## src/rtl/accel_spi_reader.sv

```systemverilog
// SPI master for a 3-axis accelerometer: puts the sensor in measure mode once, then
// reads six data bytes every SAMPLE_PERIOD cycles and publishes 12-bit X/Y/Z samples.
module accel_spi_reader #(
    parameter int         CLK_DIV       = 25,
    parameter int         SAMPLE_PERIOD = 50000,
    parameter logic [5:0] DATA_ADDR     = 6'h32
) (
    input  logic        c50m,
    input  logic        reset,
    output logic        spi_cs_n,
    output logic        spi_sclk,
    output logic        spi_mosi,
    input  logic        spi_miso,
    output logic [11:0] AccelX,
    output logic [11:0] AccelY,
    output logic [11:0] AccelZ,
    output logic        IMUDataReady
);
    localparam int DW = (CLK_DIV > 1) ? $clog2(CLK_DIV) : 1;
    localparam int TW = $clog2(SAMPLE_PERIOD);
    localparam logic [DW-1:0] DIV_LAST     = DW'(CLK_DIV - 1);
    localparam logic [TW-1:0] TIMER_RELOAD = TW'(SAMPLE_PERIOD - 1);
    localparam logic [55:0]   INIT_FRAME   = {8'h2D, 8'h08, 40'd0};
    localparam logic [55:0]   READ_FRAME   = {2'b11, DATA_ADDR, 48'd0};
    localparam logic [6:0]    INIT_HALVES  = 7'd32;
    localparam logic [6:0]    READ_HALVES  = 7'd112;

    typedef enum logic [1:0] {INIT, WAIT, READ, UPDATE} state_t;

    state_t        state_q, state_d;
    logic [DW-1:0] div_q, div_d;
    logic [6:0]    half_q, half_d;
    logic          active_q, active_d;
    logic [55:0]   shift_q, shift_d;
    logic [6:0]    rx_byte_q, rx_byte_d;
    logic [7:0]    x0_q, x0_d, y0_q, y0_d, z0_q, z0_d;
    logic [3:0]    x1_q, x1_d, y1_q, y1_d, z1_q, z1_d;
    logic          cs_n_q, cs_n_d, sclk_q, sclk_d, mosi_q, mosi_d;
    logic [TW-1:0] timer_q, timer_d;
    logic [1:0]    upd_q, upd_d;
    logic [11:0]   ax_q, ax_d, ay_q, ay_d, az_q, az_d;
    logic          rdy_q, rdy_d;
    logic [6:0]    last_half;
    logic [7:0]    new_byte;

    assign last_half = (state_q == INIT) ? INIT_HALVES : READ_HALVES;
    assign new_byte  = {rx_byte_q, spi_miso};

    always_comb begin
        state_d   = state_q;
        div_d     = div_q;
        half_d    = half_q;
        active_d  = active_q;
        shift_d   = shift_q;
        rx_byte_d = rx_byte_q;
        x0_d = x0_q; y0_d = y0_q; z0_d = z0_q;
        x1_d = x1_q; y1_d = y1_q; z1_d = z1_q;
        cs_n_d    = cs_n_q;
        sclk_d    = sclk_q;
        mosi_d    = mosi_q;
        timer_d   = (timer_q != '0) ? timer_q - TW'(1) : '0;
        upd_d     = upd_q;
        ax_d = ax_q; ay_d = ay_q; az_d = az_q;
        rdy_d     = rdy_q;

        if (active_q) begin
            div_d = div_q + DW'(1);
            if (div_q == DIV_LAST) begin
                div_d  = '0;
                half_d = half_q + 7'd1;
                if (half_q == last_half) begin
                    active_d = 1'b0;
                    cs_n_d   = 1'b1;
                    mosi_d   = 1'b0;
                    if (state_q == INIT) begin
                        state_d = WAIT;
                        timer_d = TIMER_RELOAD;
                    end else begin
                        state_d = UPDATE;
                        upd_d   = 2'd0;
                    end
                end else if (!half_q[0]) begin
                    sclk_d  = 1'b0;
                    mosi_d  = shift_q[55];
                    shift_d = {shift_q[54:0], 1'b0};
                end else begin
                    // Rising edge: the only point where spi_miso is looked at.
                    sclk_d    = 1'b1;
                    rx_byte_d = new_byte[6:0];
                    if (state_q == READ && half_q[3:1] == 3'd7) begin
                        case (half_q[6:4])
                            3'd1:    x0_d = new_byte;
                            3'd2:    x1_d = new_byte[3:0];
                            3'd3:    y0_d = new_byte;
                            3'd4:    y1_d = new_byte[3:0];
                            3'd5:    z0_d = new_byte;
                            3'd6:    z1_d = new_byte[3:0];
                            default: ;
                        endcase
                    end
                end
            end
        end else begin
            case (state_q)
                INIT: begin
                    cs_n_d   = 1'b0;
                    active_d = 1'b1;
                    div_d    = '0;
                    half_d   = '0;
                    shift_d  = INIT_FRAME;
                end
                WAIT: begin
                    if (timer_q == '0) begin
                        state_d  = READ;
                        cs_n_d   = 1'b0;
                        active_d = 1'b1;
                        div_d    = '0;
                        half_d   = '0;
                        shift_d  = READ_FRAME;
                        timer_d  = TIMER_RELOAD;
                    end
                end
                UPDATE: begin
                    // Outputs load together, strobe follows one cycle later for two cycles.
                    upd_d = upd_q + 2'd1;
                    case (upd_q)
                        2'd0: begin
                            ax_d = {x1_q, x0_q};
                            ay_d = {y1_q, y0_q};
                            az_d = {z1_q, z0_q};
                        end
                        2'd1: rdy_d = 1'b1;
                        2'd3: begin
                            rdy_d   = 1'b0;
                            state_d = WAIT;
                        end
                        default: ;
                    endcase
                end
                default: ;
            endcase
        end
    end

    always_ff @(posedge c50m) begin
        assert (SAMPLE_PERIOD > 120 * CLK_DIV)
            else $error("accel_spi_reader: SAMPLE_PERIOD must exceed 120*CLK_DIV");
        if (reset) begin
            state_q   <= INIT;
            div_q     <= '0;
            half_q    <= '0;
            active_q  <= 1'b0;
            shift_q   <= '0;
            rx_byte_q <= '0;
            x0_q <= '0; y0_q <= '0; z0_q <= '0;
            x1_q <= '0; y1_q <= '0; z1_q <= '0;
            cs_n_q    <= 1'b1;
            sclk_q    <= 1'b1;
            mosi_q    <= 1'b0;
            timer_q   <= '0;
            upd_q     <= '0;
            ax_q <= '0; ay_q <= '0; az_q <= '0;
            rdy_q     <= 1'b0;
        end else begin
            state_q   <= state_d;
            div_q     <= div_d;
            half_q    <= half_d;
            active_q  <= active_d;
            shift_q   <= shift_d;
            rx_byte_q <= rx_byte_d;
            x0_q <= x0_d; y0_q <= y0_d; z0_q <= z0_d;
            x1_q <= x1_d; y1_q <= y1_d; z1_q <= z1_d;
            cs_n_q    <= cs_n_d;
            sclk_q    <= sclk_d;
            mosi_q    <= mosi_d;
            timer_q   <= timer_d;
            upd_q     <= upd_d;
            ax_q <= ax_d; ay_q <= ay_d; az_q <= az_d;
            rdy_q     <= rdy_d;
        end
    end

    assign spi_cs_n     = cs_n_q;
    assign spi_sclk     = sclk_q;
    assign spi_mosi     = mosi_q;
    assign AccelX       = ax_q;
    assign AccelY       = ay_q;
    assign AccelZ       = az_q;
    assign IMUDataReady = rdy_q;
endmodule

```

## config.mk

```make
export PLATFORM = sky130hd
export DESIGN_NAME = accel_spi_reader
export DESIGN_NICKNAME = d
export VERILOG_FILES = /design/src/rtl/accel_spi_reader.sv
export SDC_FILE = /design/constraint.sdc
export NUM_CORES = 1
export LEC_CHECK = 0
export CORE_UTILIZATION = 30
export CTS_BUF_LIST = sky130_fd_sc_hd__clkbuf_8
export DETAILED_ROUTE_END_ITERATION = 16
export PLACE_DENSITY = 0.57
export SLEW_MARGIN = 10
export SYNTH_ARGS = -nofsm -noshare
export SYNTH_HDL_FRONTEND = slang
export SYNTH_SLANG_ARGS = --single-unit
```

## constraint.sdc

```tcl
create_clock -name c50m -period 2.8 [get_ports c50m]
set_input_delay 0.42 -clock c50m [delete_from_list [all_inputs] [get_ports c50m]]
set_output_delay 0.42 -clock c50m [all_outputs]
set_load 0.01 [all_outputs]
```

=== Word level (Yosys, flattened, before mapping) ===
Index checks and enable logic that the tools add are counted.

* Input bits: 3
* Register bits: 172
* Logic and storage cells: 123

* Bitwise gates (word level): 2
* Reduce and logical (&&, ||, !) cells: 26
* Mux-type cells: 48
* Add/sub/neg operators: 4
* Eq/ne operators: 22

{| class="wikitable"
|+ Operators with widths
! cell !! count
|-
| 2-to-1 mux 56 bit || 5
|-
| 2-to-1 mux 16 bit || 7
|-
| case mux 56 bit (2 select lines) || 1
|-
| AND reduction 6 bit || 6
|-
| 2-to-1 mux 7 bit || 4
|-
| 2-to-1 mux 2 bit || 11
|-
| zero test 16 bit || 1
|-
| nonzero test 16 bit || 1
|-
| subtractor 16 x 1 -> 16 bit, second input constant || 1
|-
| 2-to-1 mux 5 bit || 3
|-
| AND reduction 3 bit || 5
|-
| case mux 7 bit (2 select lines) || 1
|-
| == test 3 bit, second input constant || 4
|-
| AND reduction 4 bit || 3
|-
| 2-to-1 mux 1 bit || 11
|-
| case mux 5 bit (2 select lines) || 1
|-
| AND reduction 5 bit || 2
|-
| adder 7 x 1 -> 7 bit, second input constant || 1
|-
| == test 7 bit || 1
|-
| == test 2 bit, second input constant || 3
|-
| == test 3 x 2 -> 1 bit, second input constant || 2
|-
| != test 2 x 1 -> 1 bit, second input constant || 3
|-
| != test 2 bit, second input constant || 3
|-
| != test 3 bit, second input constant || 2
|-
| other kinds (13) || 20
|}

=== Logic depth before layout (Yosys ltp) ===
* Word-level depth: 6
* Gate-level depth with buffers: 9
* Depth with buffers taken out: 7

=== Least setup slack after synthesis ===
No wires, ideal clock.

* Path kind: register -> register
* Start: reg timer_q[0]
* End: reg half_q[3]
* Data required time: 2719 ps
* Setup slack: 733 ps
* Arrival: 1987 ps
* Buffers on the path: 1
* Stages on the path, launching flop included: 9
* Cells stage by stage: dfxtp_1 > inv_1 > ha_1 > nor4b_1 > and4_1 > buf_4 > o21ai_4 > or4_1 > a211oi_2

* Word-level cells in the longest chain between the ends: 3

{| class="wikitable"
|+ Ends and longest elaborated chain
! item !! RTL line !! RTL
|-
| from (decl) || 39 || <nowiki>logic [TW-1:0] timer_q, timer_d;</nowiki>
|-
| from (signal assigned) || 176 || <nowiki>timer_q <= timer_d;</nowiki>
|-
| zero test 16 bit || 113 || <nowiki>if (timer_q == '0) begin</nowiki>
|-
| != test 3 bit (no line) || -- ||
|-
| AND reduction 3 bit (no line) || -- ||
|-
| to (signal assigned) || 167 || <nowiki>half_q <= half_d;</nowiki>
|-
| to (decl) || 32 || <nowiki>logic [6:0] half_q, half_d;</nowiki>
|}

No other way between the ends.
A chain may end at the register's enable or synchronous reset.

=== Worst setup path in the final report ===
* Start: reg active_q
* End: reg z1_q[0]

* Word-level cells in the longest chain between the ends: 1

{| class="wikitable"
|+ Ends and longest elaborated chain
! item !! RTL line !! RTL
|-
| from (decl) || 33 || <nowiki>logic active_q, active_d;</nowiki>
|-
| from (signal assigned) || 168 || <nowiki>active_q <= active_d;</nowiki>
|-
| AND reduction 6 bit (no line) || -- ||
|-
| to (signal assigned) || 156 || <nowiki>x1_q <= '0; y1_q <= '0; z1_q <= '0;</nowiki>
|-
| to (signal assigned) || 172 || <nowiki>x1_q <= x1_d; y1_q <= y1_d; z1_q <= z1_d;</nowiki>
|-
| to (decl) || 37 || <nowiki>logic [3:0] x1_q, x1_d, y1_q, y1_d, z1_q, z1_d;</nowiki>
|}

No other way between the ends.

==> flow_summary_export.csv <==
group,metric,value,unit
final_layout,layout_commonest_cell,"dfxtp_1",
hold_path,hp-start,"y0_q[2]$_SDFFE_PP0P_",
route,drt_drc_violations_left,0,
clock_network,clkTransAtPathRegs,0.08,ns
setup_path,rr_endpoint,"z1_q[0]$_SDFFE_PP0P_",
timing,finalMaxSlewViolations,0,
setup_path,start_kind,"flip-flop",
final_layout,drive_above_1_share,8.69,%
power_and_ir_drop,p_total,0.00434,W
global_route,grt_usage,14.4,%
timing,setup_viol,0,
yosys,avgSynthCellArea,8.82,um^2
timing,min_period,2.43,ns
clock_network,cts_hold_buf,0,
route,postRouteAntennaNets,0,
run_status,outcome,"finished, final reports clean",
route,vias_per_cell,4.97,
final_layout,layout.nets,655,
timing,fin_worst_skew,0.0117,ns
global_route,grt_max_degree,76,
yosys,synth_edf_count,0,
clock_network,tritoncts,"built",
setup_path,cp-end-kind,"flip-flop",
clock_network,cts_buffers,17,
yosys,ys_warn_count,0,
floorplan,dieArea,18400,um^2
setup_path,worst_ep_arrival_time,2.74,ns
setup_path,worstPathMaxFanout,15,
hold_path,hold-path-endpoint,"AccelY[2]$_SDFFE_PP0P_",
clock_network,clockRootBuffer,"clkbuf_8",
place,port_buffers,42,
timing,fmax,0.411,GHz
power_and_ir_drop,p_per_area,684,nW/um^2
yosys,yosysSeqAreaShare,48.2,%
timing,finalCritPeriodShare,86.9,%
final_layout,final_area,6350,um^2
timing,relSlewSlack,52.1,%
clock_network,post_cts_buffers,0,
timing,rsz0062_at_grt,"false",
global_route,grt_pass1_vias,4099,
hold_path,hold-path-cell-count,2,
place,place_congestion,0.818,
timing,tightest_slew,0.718,ns
timing,fin_hold_ws,0.455,ns
yosys,synth_cells,607,
floorplan,top_level_ports,43,
power_and_ir_drop,leakage,2.36,nW
yosys,yosysUniqueCellTypes,61,
route,via_count,4381,
setup_path,r2r_slack,0.37,ns
place,place_area,5970,um^2
flow_run,maxCapViolations,0,
setup_path,r2r_cells,5,
floorplan,rows,48,
floorplan,die_w,136,um
final_layout,final_cell_mix,"dfxtp_1 (129), nand2_1 (108), nor2_1 (73)",
yosys,ys_ff_latch,129,
place,detailed_place_hpwl,8.39,mm
floorplan,start_util,30.8,%
clock_network,ctsResizeCount,0,
clock_network,cts.sinks,129,
route,first_iter_violations,429,
setup_path,crit_type,"flip-flop to flip-flop",
clock_network,cts_htree_levels,4,
clock_network,clock_path_buffers,2,
yosys,synth_flop_cell,"dfxtp_1",
global_route,antenna_found_initial,0,
route,first_pass_iters,5,
final_layout,fin_util,36.6,%
route,wl_per_cell,13.9,um
power_and_ir_drop,worst_ir_drop_vdd,474,uV
final_layout,area_growth,18.7,%
timing,fin_setup_tns,0,ns
final_layout,final.fill_count,1778,
timing,hold_violations,0,
floorplan,fp.dieH,136,um
global_route,grt-ovfl-total,0,
global_route,grt_pass1_wl,20.7,mm
route,drt_wl_total,12.3,mm
final_layout,insertedDiodeCount,0,
floorplan,core-area,17400,um^2
hold_path,hold_path.class,"flip-flop to flip-flop",
clock_network,clk_latency,0.44,ns
yosys,syn_nets,619,
setup_path,r2r-start,"active_q$_SDFF_PP0_",
setup_path,required,3.11,ns
yosys,syn_area,5350,um^2
yosys,async_flop_share,0,%
[area by class of cell]
type | count | area (um^2) | area share [%]
sequential | 129 | 2580 | 40.6
multi-input combinational | 429 | 2550 | 40.2
timing repair buffer | 54 | 508 | 7.99
tap | 225 | 282 | 4.43
clock buffer | 19 | 262 | 4.11
clock inverter | 13 | 121 | 1.91
inverter | 12 | 45.0 | 0.709
[Yosys cell counts (2+ instances only)]
master,count,share of area [%]
a2111oi_0,2,0.33
a211oi_1,4,0.56
a21boi_0,2,0.28
a21oi_1,54,5.0
a22oi_1,3,0.42
a311oi_1,3,0.49
a31oi_1,6,0.70
a41oi_1,2,0.33
buf_4,3,0.42
clkbuf_1,30,2.1
dfxtp_1,129,48
ha_1,9,2.1
inv_1,12,0.84
mux2i_1,43,8.0
nand2_1,108,7.6
nand3_1,18,1.7
nand4_1,3,0.35
nand4b_1,2,0.33
nor2_1,73,5.1
nor2b_1,3,0.35
nor3_1,12,1.1
nor4_1,6,0.70
nor4_4,2,0.79
o21ai_0,16,1.5
o22ai_1,2,0.23
o31ai_1,2,0.28
o32ai_1,4,0.65
or3_1,2,0.23
or4_1,4,0.56
or4_4,3,0.63
xnor2_1,5,0.82
xor2_1,11,1.8
[worst max-delay path, cell delays in order, from the launching register on]
cell     delay [ns]
dfxtp_1        0.67
inv_1          0.18
or4_4          0.62
nor4b_4        0.53
mux2i_1        0.24
nor2_1         0.06
[flip-flops by register name, summed over array words and instances (netlist names), 8 cells and up]
name	flops
y0_q	8
AccelY	12
AccelZ	12
timer_q	16
x0_q	8
z0_q	8
AccelX	12
shift_q	13
[stage by stage]
step | std cells | worst slack [ns]
detailed placement | 849 | 0.448
global placement | 849 | 0.494
CTS | 881 | 0.416
global route | 881 | 0.244
finish | 881 | 0.368
floorplan | 607 | 0.733
[report_power, final]
part           leakage [nW]  switching (W)  internal [W]  total, W
registers              1.04       0.000117       0.00193   0.00205
logic                  1.11       0.000448      0.000322  0.000770
clock network         0.197       0.000707      0.000820   0.00153
[worst max-delay path by stage]
stage | slack, ns | cells past startpoint | to | start
5_1_grt | 0.24 | 5 | y1_q[1]$_SDFFE_PP0P_ | active_q$_SDFF_PP0_
2_1_floorplan | 0.73 | 8 | half_q[3]$_SDFFE_PP0P_ | timer_q[0]$_SDFF_PP0_
4_1_cts | 0.42 | 5 | z1_q[3]$_SDFFE_PP0P_ | active_q$_SDFF_PP0_
6_report | 0.37 | 5 | z1_q[0]$_SDFFE_PP0P_ | active_q$_SDFF_PP0_
3_3_place_gp | 0.49 | 5 | z1_q[0]$_SDFFE_PP0P_ | active_q$_SDFF_PP0_
3_5_place_dp | 0.45 | 5 | z1_q[3]$_SDFFE_PP0P_ | active_q$_SDFF_PP0_
[per-layer routing]
metal | up-vias | track usage, % | routed length, um
li1 | 2177 | - | -
met1 | 2074 | 20.0 | 6060
met2 | 118 | 21.2 | 5430
met3 | 12 | 3.67 | 652
met4 | 0 | 5.12 | 124
met5 | - | 0 | 0
[logic make-up after synthesis]
| logic type | after synthesis | synth area share, % |
|---|---|---|
| AO/OA/AOI/OAI | 110 | 12.6 |
| XOR/XNOR | 16 | 2.62 |
| adder cells (fa/ha/maj) | 9 | 2.10 |
| buffers and inverters | 49 | 4.02 |
| flip-flops | 129 | 48.2 |
| multiplexers | 43 | 8.04 |
| AND/OR/NAND/NOR | 251 | 22.4 |
Note: power is estimated with default switching activity, not from simulation.
==> variant (same settings) <==
The 4 states of `state_t` get a one-hot encoding in 4 bits.
--- a/src/rtl/accel_spi_reader.sv
+++ b/src/rtl/accel_spi_reader.sv
@@ -25,7 +25,7 @@
     localparam logic [6:0]    INIT_HALVES  = 7'd32;
     localparam logic [6:0]    READ_HALVES  = 7'd112;
 
-    typedef enum logic [1:0] {INIT, WAIT, READ, UPDATE} state_t;
+    typedef enum logic [3:0] {INIT = 4'b0001, WAIT = 4'b0010, READ = 4'b0100, UPDATE = 4'b1000} state_t;
 
     state_t        state_q, state_d;
     logic [DW-1:0] div_q, div_d;
Behaviour: same outputs for any inputs over 4 cycles, from zero or initial values and one cycle with reset high; so few cycles prove little.
==> variant against the original RTL <==
- power is 2.2% lower
- worst hold slack improved by 0.00071 ns
- sequential share of layout area down 0.44 points
- sequential cell count is 2 higher
- utilization down 0.42 points
- final area up 2.7%
- worst setup slack got worse by 0.0037 ns
- synthesized cell count rose by 1.5%
- area after synthesis is 3.6% higher
- wire length shrank 0.71%
==> variant: results <==
[status]
status = "completed"

[grt]
grt_max_degree = 74
grt_pass1_wl_um = 20200
grt_pass1_vias = 4165
grt_use_total_pct = 13.6
antenna_found_initial = 0

[synthesis]
seq_area_frac_synth_pct = 47.3
yosys-top-cells-count = "dfxtp_1, nand2_1, nor2_1, a21oi_1, mux2i_1"
synthArstFlopShare_pct = 0
synth_area_leaders = "dfxtp_1, mux2i_1, nand2_1"
postSynthCellCount = 616
ys_types = 67
syn_nets = 628

[routing]
wl_per_cell_um = 13.7
routed_wl_um = 12200
avgViaCountPerCell = 4.85
drt_iter0_drc = 211

[power]
vdd_drop_max_v = 0.000473
leakagePower_uw = 0.00224

[cells_and_area]
drive_gt1_share_pct = 9.88
n_antenna_cell = 0
top_regs = "timer_q (16), shift_q (13)"
nets = 657
n_fill_cell = 1831

[placed_design]
post-dp-hpwl_um = 8290
placed_area_um2 = 6140
place.gp.congestion = 0.779
placedCellCount = 855

[setup_path]
cpPeakStageDelay_ns = 0.59
cp_max_fo = 11
cp_slowest_cell = "nor4_4"

[timing]
tightest_slew_ns = 0.761
skew_ns = 0.0181
variant: cell types whose count changed after synthesis, moves of 4 or more:
| cell | unedited run | this run |
|---|---|---|
| nor2_1 | 73 | 81 |
| nand2_1 | 108 | 98 |
| buf_2 | 1 | 10 |
| buf_1 | 0 | 4 |
| nor3_1 | 12 | 5 |
| a22oi_1 | 3 | 7 |
| nor4_1 | 6 | 2 |
| nand3_1 | 18 | 12 |
| clkbuf_1 | 30 | 24 |
| o32ai_1 | 4 | 0 |
| o221a_2 | 1 | 5 |
variant: worst paths after layout:
path	from	to	cells after the start
worst max-delay path	div_q[0]$_SDFFE_PP0P_	x0_q[0]$_SDFFE_PP0P_	7
worst min-delay path	AccelY[0]$_SDFFE_PP0P_	AccelY[0]$_SDFFE_PP0P_	2
worst min register to register	AccelY[0]$_SDFFE_PP0P_	AccelY[0]$_SDFFE_PP0P_	2
worst max register to register	div_q[0]$_SDFFE_PP0P_	x0_q[0]$_SDFFE_PP0P_	7
variant: stage by stage:
stage | setup WS [ns] | hold WS, ns
floorplan | 0.787 | 0.431
global placement | 0.503 | 0.439
detailed placement | 0.411 | 0.447
CTS | 0.386 | 0.460
global route | 0.220 | 0.480
finish | 0.364 | 0.455
variant: critical path: cells and delay by family (launching register included):
| family | cells | cell delay, ns |
|---|---|---|
| AND/OR/NAND/NOR | 4 | 1.43 |
| buffers and inverters | 1 | 0.07 |
| flip-flops | 1 | 0.35 |
| adder cells (fa/ha/maj) | 1 | 0.15 |
| multiplexers | 1 | 0.29 |
variant: cells by family (layout without fill, tap and decap cells):
logic type | count (synthesis) | in the layout | synth area share (%)
compound gates | 111 | 111 | 13.2
xor+xnor | 15 | 15 | 2.37
fa+ha+maj | 9 | 9 | 2.03
buf+inv | 51 | 93 | 3.88
flops | 131 | 131 | 47.3
mux | 45 | 45 | 8.34
simple gates | 254 | 254 | 22.9
variant: final cells by class:
cell class              count  area (µm²)  share of cell area (%)
well taps                 229         287                    4.39
repair buffers             50         478                    7.33
clock inverters            14         138                    2.11
clock buffers              18         248                    3.80
multi-input cells         434        2710                    41.5
inverters                  11        41.3                   0.633
flip-flops and latches    131        2620                    40.2
variant: metal layers:
metal / vias to the layer above / track usage [%] / share of wire (%)
met4: 0 / 5.62 / 1.5
li1: 2193 / - / -
met1: 2046 / 17.5 / 48
met3: 11 / 3.25 / 3.0
met2: 56 / 21.6 / 47
met5: - / 0 / 0
variant: power breakdown:
part	switching [µW]	total, µW	internal, µW
Sequential	97.7	2050	1950
Combinational	378	659	282
Clock	860	1540	684
Total	1340	4250	2910
